`config.mk`:
```
export PLATFORM = sky130hd
export DESIGN_NAME = cdc_src_mc_flat
export DESIGN_NICKNAME = d
export VERILOG_FILES = /design/src/rtl/cdc_src_mc_if.sv /design/src/rtl/cdc_src_mc.sv /design/src/flat_wrapper.sv
export SDC_FILE = /design/constraint.sdc
export NUM_CORES = 1
export LEC_CHECK = 0
export ABC_AREA = 1
export CAP_MARGIN = 0
export CORE_AREA = 3 3 386 388
export DETAILED_ROUTE_END_ITERATION = 12
export DIE_AREA = 0 0 389 391
export GPL_ROUTABILITY_DRIVEN = 0
export PLACE_DENSITY_LB_ADDON = 0.25
export REMOVE_ABC_BUFFERS = 1
export SKIP_CTS_REPAIR_TIMING = 1
export SYNTH_ARGS = -nofsm -noshare
export SYNTH_HDL_FRONTEND = slang
export SYNTH_SLANG_ARGS = --single-unit
```
`constraint.sdc`:
```
create_clock -name clk_i -period 2.2 [get_ports clk_i]
set_input_delay 0.33 -clock clk_i [delete_from_list [all_inputs] [get_ports clk_i]]
set_output_delay 0.33 -clock clk_i [all_outputs]
set_load 0.01 [all_outputs]
```
`src/rtl/cdc_src_mc_if.sv`:
```
// -----------------------------------------------------------------------------
// cdc_src_mc_if
//
// Purpose : bundles the push side and the asynchronous FIFO side of the
//           multi-channel CDC source so the source block and its environment
//           connect through one port.
//
// Signals (names follow the block's port list):
//   src_valid_i  [NumChan]                    push request per channel
//   src_ready_o  [NumChan]                    push accept per channel
//   src_data_i   [NumChan][DataWidth]         push payload
//   async_data_o [NumChan][Depth][DataWidth]  FIFO storage read by destination
//   async_wptr_o [NumChan][LogDepth+1]        registered gray write pointer
//   async_rptr_i [NumChan][LogDepth+1]        gray read pointer (asynchronous)
//   fill_o       [NumChan][LogDepth+1]        occupancy seen in source domain
//   isolate_i                                 stop accepting and drain
//   isolated_o                                all channels empty while isolated
//
// Modports:
//   master : environment side (drives pushes, read pointer, isolate request)
//   slave  : the cdc_src_mc block itself
// -----------------------------------------------------------------------------
interface cdc_src_mc_if #(
  parameter int unsigned NumChan   = 5,
  parameter int unsigned DataWidth = 64,
  parameter int unsigned LogDepth  = 1
);

  localparam int unsigned Depth = 2 ** LogDepth;
  localparam int unsigned PtrW  = LogDepth + 1;

  logic [NumChan-1:0]                             src_valid_i;
  logic [NumChan-1:0]                             src_ready_o;
  logic [NumChan-1:0][DataWidth-1:0]              src_data_i;
  logic [NumChan-1:0][Depth-1:0][DataWidth-1:0]   async_data_o;
  logic [NumChan-1:0][PtrW-1:0]                   async_wptr_o;
  logic [NumChan-1:0][PtrW-1:0]                   async_rptr_i;
  logic [NumChan-1:0][PtrW-1:0]                   fill_o;
  logic                                           isolate_i;
  logic                                           isolated_o;

  modport master (
    output src_valid_i,
    output src_data_i,
    output async_rptr_i,
    output isolate_i,
    input  src_ready_o,
    input  async_data_o,
    input  async_wptr_o,
    input  fill_o,
    input  isolated_o
  );

  modport slave (
    input  src_valid_i,
    input  src_data_i,
    input  async_rptr_i,
    input  isolate_i,
    output src_ready_o,
    output async_data_o,
    output async_wptr_o,
    output fill_o,
    output isolated_o
  );

endinterface

```
`src/rtl/cdc_src_mc.sv`:
```
// -----------------------------------------------------------------------------
// cdc_src_mc
//
// Purpose : source half of a multi-channel gray-pointer asynchronous FIFO.
//           Each of NumChan independent channels owns 2**LogDepth storage
//           words, publishes a registered gray write pointer and synchronises
//           the destination's gray read pointer through SyncStages flops.
//           Per-channel occupancy is reported in the source domain, and an
//           isolate/drain handshake lets the destination domain be gated or
//           reset safely.
//
// Ports:
//   clk_i   source-domain clock
//   rst_ni  asynchronous active-low reset
//   bus     cdc_src_mc_if.slave (push handshake, storage, pointers, fill,
//           isolate request / isolated status)
//
// Configuration:
//   CDC_SRC_ISOLATE_EN  when defined, isolate_i blocks pushes and isolated_o
//                       is a register reporting "isolation requested and every
//                       channel empty". When undefined, isolate_i is ignored
//                       and isolated_o is tied to 0 with no register behind it.
//
// Parameters:
//   NumChan    number of independent channels
//   DataWidth  payload width per channel
//   LogDepth   log2 of per-channel depth (minimum 1)
//   SyncStages read-pointer synchroniser length (minimum 2)
// -----------------------------------------------------------------------------
module cdc_src_mc #(
  parameter int unsigned NumChan    = 5,
  parameter int unsigned DataWidth  = 64,
  parameter int unsigned LogDepth   = 1,
  parameter int unsigned SyncStages = 2
) (
  input  logic             clk_i,
  input  logic             rst_ni,
  cdc_src_mc_if.slave      bus
);

  localparam int unsigned Depth = 2 ** LogDepth;
  localparam int unsigned PtrW  = LogDepth + 1;

  typedef logic [PtrW-1:0]      ptr_t;
  typedef logic [DataWidth-1:0] word_t;

  // Occupancy that marks a channel as full (half the pointer range).
  localparam ptr_t FullLevel = ptr_t'(Depth);

  // ---------------------------------------------------------------------------
  // Pointer encodings
  // ---------------------------------------------------------------------------
  function automatic ptr_t bin2gray(input ptr_t b);
    return b ^ (b >> 1);
  endfunction

  // Each binary bit is the XOR of all gray bits at and above it.
  function automatic ptr_t gray2bin(input ptr_t g);
    ptr_t b;
    b[PtrW-1] = g[PtrW-1];
    for (int i = int'(PtrW) - 2; i >= 0; i--) begin
      b[i] = b[i+1] ^ g[i];
    end
    return b;
  endfunction

  // ---------------------------------------------------------------------------
  // State
  // ---------------------------------------------------------------------------
  ptr_t  [NumChan-1:0]                  wbin_q, wbin_d;
  ptr_t  [NumChan-1:0]                  wptr_q, wptr_d;
  word_t [NumChan-1:0][Depth-1:0]       mem_q,  mem_d;
  ptr_t  [NumChan-1:0][SyncStages-1:0]  sync_q, sync_d;

  // ---------------------------------------------------------------------------
  // Per-channel status derived from registered values only
  // ---------------------------------------------------------------------------
  ptr_t [NumChan-1:0] rbin;
  ptr_t [NumChan-1:0] fill;
  logic [NumChan-1:0] full;
  logic [NumChan-1:0] ready;
  logic [NumChan-1:0] push;
  logic               accept_en;
  logic               all_empty;

`ifdef CDC_SRC_ISOLATE_EN
  assign accept_en = ~bus.isolate_i;
`else
  // isolate_i has no function in this build; the name keeps lint quiet.
  logic unused_isolate;
  assign unused_isolate = bus.isolate_i;
  assign accept_en      = 1'b1;
`endif

  // NOTE: every variable written in an always_comb gets a default before any
  // conditional assignment, so no path can leave it unassigned and infer a latch.
  always_comb begin
    rbin      = '0;
    fill      = '0;
    full      = '0;
    ready     = '0;
    push      = '0;
    all_empty = 1'b1;
    for (int unsigned c = 0; c < NumChan; c++) begin
      rbin[c]  = gray2bin(sync_q[c][SyncStages-1]);
      // Modular subtraction over LogDepth+1 bits handles pointer wrap.
      fill[c]  = wbin_q[c] - rbin[c];
      full[c]  = (fill[c] == FullLevel);
      // Ready is independent of valid; a pop still in the synchroniser does
      // not make a full channel ready (no bypass).
      ready[c] = ~full[c] & accept_en;
      push[c]  = bus.src_valid_i[c] & ready[c];
      if (fill[c] != '0) begin
        all_empty = 1'b0;
      end
    end
  end

  // ---------------------------------------------------------------------------
  // Next-state: storage, write pointers, read-pointer synchronisers
  // ---------------------------------------------------------------------------
  always_comb begin
    wbin_d = wbin_q;
    wptr_d = wptr_q;
    mem_d  = mem_q;
    sync_d = sync_q;
    for (int unsigned c = 0; c < NumChan; c++) begin
      // Read pointer enters the first stage straight from the other domain.
      sync_d[c][0] = bus.async_rptr_i[c];
      for (int s = 1; s < int'(SyncStages); s++) begin
        sync_d[c][s] = sync_q[c][s-1];
      end

      // Data and pointer move on the same edge; the slot addressed by the
      // low pointer bits is free because the channel is not full.
      if (push[c]) begin
        mem_d[c][wbin_q[c][LogDepth-1:0]] = bus.src_data_i[c];
        wbin_d[c] = wbin_q[c] + ptr_t'(1);
      end

      // Gray pointer is registered from the next binary value so it never
      // shows combinational glitches to the destination domain.
      wptr_d[c] = bin2gray(wbin_d[c]);
    end
  end

  // NOTE: storage is included in the asynchronous reset because the
  // destination reads it directly and must see defined words after reset.
  // NOTE: sequential state uses non-blocking assignments so every flop samples
  // the pre-edge values regardless of statement order.
  always_ff @(posedge clk_i or negedge rst_ni) begin
    if (!rst_ni) begin
      wbin_q <= '0;
      wptr_q <= '0;
      mem_q  <= '0;
      sync_q <= '0;
    end else begin
      wbin_q <= wbin_d;
      wptr_q <= wptr_d;
      mem_q  <= mem_d;
      sync_q <= sync_d;
    end
  end

  // ---------------------------------------------------------------------------
  // Isolation status
  // ---------------------------------------------------------------------------
`ifdef CDC_SRC_ISOLATE_EN
  logic isolated_q, isolated_d;

  // Set one edge after "requested and drained" holds, cleared one edge after
  // the request drops.
  always_comb begin
    isolated_d = bus.isolate_i & all_empty;
  end

  always_ff @(posedge clk_i or negedge rst_ni) begin
    if (!rst_ni) begin
      isolated_q <= 1'b0;
    end else begin
      isolated_q <= isolated_d;
    end
  end

  assign bus.isolated_o = isolated_q;
`else
  logic unused_all_empty;
  assign unused_all_empty = all_empty;
  assign bus.isolated_o   = 1'b0;
`endif

  // ---------------------------------------------------------------------------
  // Outputs
  // ---------------------------------------------------------------------------
  assign bus.src_ready_o  = ready;
  assign bus.async_data_o = mem_q;
  assign bus.async_wptr_o = wptr_q;
  assign bus.fill_o       = fill;

endmodule

```
`src/flat_wrapper.sv`:
```
// flat-port wrapper written by rule: the top's interface ports become plain ports
module cdc_src_mc_flat 
#(
  parameter int unsigned NumChan    = 5,
  parameter int unsigned DataWidth  = 64,
  parameter int unsigned LogDepth   = 1,
  parameter int unsigned SyncStages = 2
)
  (clk_i, rst_ni, bus_src_valid_i, bus_src_data_i, bus_async_rptr_i, bus_isolate_i, bus_src_ready_o, bus_async_data_o, bus_async_wptr_o, bus_fill_o, bus_isolated_o);
  cdc_src_mc_if #(.NumChan(NumChan), .DataWidth(DataWidth), .LogDepth(LogDepth)) bus_i ();
  input  logic clk_i;
  input  logic rst_ni;
  input wire logic [$bits(bus_i.src_valid_i)-1:0] bus_src_valid_i;
  input wire logic [$bits(bus_i.src_data_i)-1:0] bus_src_data_i;
  input wire logic [$bits(bus_i.async_rptr_i)-1:0] bus_async_rptr_i;
  input wire logic [$bits(bus_i.isolate_i)-1:0] bus_isolate_i;
  output wire logic [$bits(bus_i.src_ready_o)-1:0] bus_src_ready_o;
  output wire logic [$bits(bus_i.async_data_o)-1:0] bus_async_data_o;
  output wire logic [$bits(bus_i.async_wptr_o)-1:0] bus_async_wptr_o;
  output wire logic [$bits(bus_i.fill_o)-1:0] bus_fill_o;
  output wire logic [$bits(bus_i.isolated_o)-1:0] bus_isolated_o;
  assign bus_i.src_valid_i = bus_src_valid_i;
  assign bus_i.src_data_i = bus_src_data_i;
  assign bus_i.async_rptr_i = bus_async_rptr_i;
  assign bus_i.isolate_i = bus_isolate_i;
  assign bus_src_ready_o = bus_i.src_ready_o;
  assign bus_async_data_o = bus_i.async_data_o;
  assign bus_async_wptr_o = bus_i.async_wptr_o;
  assign bus_fill_o = bus_i.fill_o;
  assign bus_isolated_o = bus_i.isolated_o;
  cdc_src_mc #(.NumChan(NumChan), .DataWidth(DataWidth), .LogDepth(LogDepth), .SyncStages(SyncStages)) u_core (.clk_i(clk_i), .rst_ni(rst_ni), .bus(bus_i));
endmodule
```
======== Yosys cells after proc, flatten, opt, wreduce, memory -nomap -nowiden ========
Index checks and enable logic that the tools add are counted.
storage, ports and cells
  flip-flop bits (word level) ............. 680
  input bits .............................. 338
  output and inout port bits .............. 666
cells by class
  add/sub/neg operators ................... 10
  magnitude comparators ................... 10
  eq/ne operators ......................... 5
  muxes and demuxes ....................... 20
  bitwise operators ....................... 20
  reductions and logical operators ........ 5
operators by type and width
  kind                                                        number
  bitwise mux 128 bit                                         5
  demux 64 bit (select 1 bit)                                 5
  2-to-1 mux 64 bit                                           5
  adder 2 x 1 -> 2 bit, second input constant                 5
  == test 2 bit, second input constant                        5
  less-than comparator 1 x 2 -> 1 bit, second input constant  5
  2-to-1 mux 2 bit                                            5
  subtractor 2 bit                                            5
  bitwise XOR 2 x 1 -> 2 bit                                  5
  bitwise AND 1 bit                                           5
  greater-or-equal comparator 1 bit, second input constant    5
  logical AND 1 bit                                           5
  NOT 1 bit                                                   5
  bitwise XOR 1 bit                                           5

======== Depth between registers and ports, before layout ========
  depth after elaboration ................. 7
  depth in mapped cells ................... 9
  gate-level depth less buffers ........... 9

======== Least setup slack after synthesis ========
Ideal clock, no wire load.
  path kind ............................... register -> register
  from .................................... register u_core.sync_q (netlist bit u_core.rbin[7])
  to ...................................... register u_core.mem_q (netlist bit u_core.bus.async_data_o[421])
  arrival time ............................ 1868 ps
  data required time ...................... 2075 ps
  setup slack ............................. 207 ps
  stages on the path, launching flop included .. 10
  clock period less this slack ............ 1993 ps
  cell sequence ........................... dfrtp_1 > xor2_1 > ha_1 > nand3_4 > nand2_2 > inv_1 > ha_1 > buf_6 > clkbuf_8 > mux2_2
between the ends
  longest elaborated chain between the ends .. 5
RTL lines
  item                          RTL line            text
  start: declaration            cdc_src_mc.sv:73    ptr_t [NumChan-1:0][SyncStages-1:0] sync_q, sync_d;
  start signal: assignment      cdc_src_mc.sv:161   sync_q <= sync_d;
  bitwise XOR 1 bit             cdc_src_mc.sv:62    b[i] = b[i+1] ^ g[i];
  subtractor 2 bit *            cdc_src_mc.sv:107   fill[c] = wbin_q[c] - rbin[c];
  == test 2 bit *               cdc_src_mc.sv:108   full[c] = (fill[c] == FullLevel);
  NOT 1 bit *                   cdc_src_mc.sv:111   ready[c] = ~full[c] & accept_en;
  named net bus_src_ready_o[3]  flat_wrapper.sv:17  output wire logic [$bits(bus_i.src_ready_o)-1:0] bus_src_ready_o;
  bitwise AND 1 bit *           cdc_src_mc.sv:112   push[c] = bus.src_valid_i[c] & ready[c];
  end signal: assignment        cdc_src_mc.sv:160   mem_q <= mem_d;
  end: declaration              cdc_src_mc.sv:72    word_t [NumChan-1:0][Depth-1:0] mem_q, mem_d;
Mark *: on every way through the listed nets, which the timed path passes. The rest lies on a longest branch.
A chain may end at the register's enable or synchronous reset.

======== Worst setup path after layout ========
  from .................................... register u_core.sync_q (netlist bit u_core.rbin[9])
  to ...................................... output bus_src_ready_o[4]
between the ends
  longest elaborated chain between the ends .. 4
RTL lines
  item                RTL line
  bitwise XOR 1 bit   cdc_src_mc.sv:62
  subtractor 2 bit *  cdc_src_mc.sv:107
  == test 2 bit *     cdc_src_mc.sv:108
  NOT 1 bit *         cdc_src_mc.sv:111
  end: declaration    flat_wrapper.sv:17
Every way passes the cells marked *; elsewhere a longest branch is shown, timed or not.

==> impl_metrics.tcl <==
set metrics [dict create \
    grt_first_pass_wirelength_um 133000 \
    clk_pin_slew_ns 0.06 \
    insertion_delay_ns 0.66 \
    grt.busiest_layer "met2" \
    synth_seq_cells 675 \
    fin_crit_sh 1.00 \
    hpwl_um 73300 \
    coreArea_sq_um 146000 \
    dp.cells 4447 \
    grt_use_met3 0.0499 \
    drt_iter0_markers 518 \
    critical_path_class "register to output pin" \
    dp_slack_ns 0.0447 \
    ff2ff_path_depth 9 \
    violations "setup timing" \
    syn2layout_area_growth_pct 60.7 \
    cts_max_level 3 \
    max_cap_violations 0 \
    final_cell_mix "clkdlybuf4s50_1 (985), dfrtp_1 (670), mux2_2 (640)" \
    clk_path_buf_depth 3 \
    cts_tree "built" \
    leakagePower_nw 16.8 \
    worstPathRequired_ns 1.87 \
    postSynthCellCount 1542 \
    fin_cells 4627 \
    dieArea_sq_um 152000 \
    nets 2986 \
    syn_avg_cell_area_sq_um 16.7 \
    antenna_left 0 \
    crit_fanout 3 \
    synth_warnings 0 \
    fin_ws_ns -0.00810 \
    min_period_ns 2.21 \
    wirelength_um 95900 \
    final_common_cell "clkdlybuf4s50_1" \
    yosysUniqueCellTypes 14 \
    hold_violations 0 \
    startpoint_type "register" \
    synth_xor_area_frac 0.00339 \
    muxShareOfSynthArea 0.279 \
    grt_pass1_vias 18235 \
    rrSetupSlack_ns 0.01 \
    final.setup_skew_ns 0.0242 \
    clock_sinks 675 \
    route.vias.total 16957 \
    drive_above_1_share 0.335 \
    netlist_area_sq_um 25800 \
    routed_via_density 3.66 \
    grt_max_degree 59 \
    synth_fa_ha_area_frac 0.00727 \
    min_path_type "input port to register" \
    ir_drop_mv 0.763 \
    drv_slew 0 \
    r2r_end "u_core.bus.async_data_o[374]$_DFFE_PN0P_" \
    use_met2 0.210 \
    setup_tns_ns -0.0135 \
    die_h_um 391 \
    setup_viol 3 \
    fmax_ghz 0.453 \
    fin_util 0.285 \
    timing.rr.start "u_core.rbin[5]$_DFF_PN0_" \
    cts_root_buf "clkbuf_16" \
    status "finished with violations" \
    first_pass_iters 4 \
    hold_depth 1 \
    antenna_found_initial 21 \
    chipWidth_um 389 \
    start_util 0.177 \
    synth_top_family_by_area "multiplexers" \
    use_met1 0.129 \
    crit_end "bus_src_ready_o[4]" \
    rsz0062_at_grt "yes" \
    endpoint_kind "output pin" \
    cts_buffers 83 \
    wire_per_inst_um 20.7 \
    placementRows 140 \
    cp_data_arrival_time_ns 1.88 \
    timing.hold.ws_ns 0.113 \
    synthSimpleGateAreaFrac 0.0177 \
    io_pins 1004 \
    drcViolationCount 0 \
    synth-compound-area-share 0 \
    cellPowerDensity_nw_per_um2 1620 \
    track_usage 0.120 \
    ys_seq_area_frac 0.654 \
    grt_overflow 0 \
    startpoint "u_core.rbin[9]$_DFF_PN0_" \
    port_buffers 1001 \
]
-- state kept, by name, indices dropped and copies added, names as in the netlist --
signal,count
u_core.bus.async_data_o,640
u_core.bus.async_wptr_o,5
u_core.rbin,5
u_core.sync_d,10
u_core.sync_q,5
u_core.wbin_q,10
-- power breakdown --
group	internal, mW	total (mW)	leakage (nW)	switching [mW]
registers	18.7	22.0	7.94	3.29
logic	18.5	31.0	7.49	12.5
clock network	8.37	14.0	1.39	5.64
total	45.6	67.1	16.8	21.4
-- stage by stage --
step,power [mW],instance area [sq um]
2_1_floorplan,34.3,25000
3_3_place_gp,53.1,38300
3_5_place_dp,53.2,38300
4_1_cts,67.8,41100
5_1_grt,70.9,41500
6_report,67.1,41500
-- area by class of cell --
cell class | count | area (sq um)
Sequential cell | 675 | 16900
Tap cell | 1917 | 2400
Clock inverter | 34 | 417
Multi-Input combinational cell | 756 | 8060
Antenna cell | 9 | 22.5
Timing Repair Buffer | 1082 | 11200
Inverter | 35 | 134
Fill cell | 14910 | 104000
Clock buffer | 119 | 2400
-- cells in the mapped netlist --
| library cell | instances | area [sq um] |
|---|---|---|
| buf_4 | 6 | 45.0 |
| buf_6 | 60 | 676 |
| clkbuf_8 | 10 | 138 |
| conb_1 | 1 | 3.75 |
| dfrtp_1 | 675 | 16900 |
| ha_1 | 15 | 188 |
| inv_1 | 35 | 131 |
| mux2_2 | 640 | 7210 |
| nand2_1 | 55 | 206 |
| nand2_2 | 10 | 62.6 |
| nand3_1 | 20 | 100 |
| nand3_4 | 5 | 87.6 |
| xnor2_1 | 5 | 43.8 |
| xor2_1 | 5 | 43.8 |
-- worst min-delay path by stage --
stage,start,endpoint,slack (ns)
floorplan,rst_ni,u_core.bus.async_data_o[0]$_DFFE_PN0P_,0.03
global placement,rst_ni,u_core.bus.async_data_o[574]$_DFFE_PN0P_,0.31
detailed placement,rst_ni,u_core.bus.async_data_o[574]$_DFFE_PN0P_,0.32
CTS,rst_ni,u_core.bus.async_data_o[632]$_DFFE_PN0P_,-0.47
global route,bus_async_rptr_i[6],u_core.sync_d[14]$_DFF_PN0_,0.03
finish,bus_async_rptr_i[7],u_core.sync_d[15]$_DFF_PN0_,0.11
-- worst max-delay path, cell delays in order (launching register included) --
cell and delay (ns):
dfrtp_1 0.39, xor2_1 0.17, ha_1 0.34, nand3_4 0.08, buf_6 0.13, buf_6 0.12
-- kinds of logic after synthesis --
group,after synthesis
simple gates,90
mux,640
xor+xnor,10
fa+ha+maj,15
buf+inv,111
other cells,1
flops,675
-- per-layer routing --
| metal | vias up | part of all wire |
|---|---|---|
| li1 | 7601 | - |
| met1 | 8584 | 0.37 |
| met2 | 625 | 0.51 |
| met3 | 141 | 0.090 |
| met4 | 6 | 0.026 |
| met5 | - | 0.00049 |
Note: power is estimated with default switching activity, not from simulation.
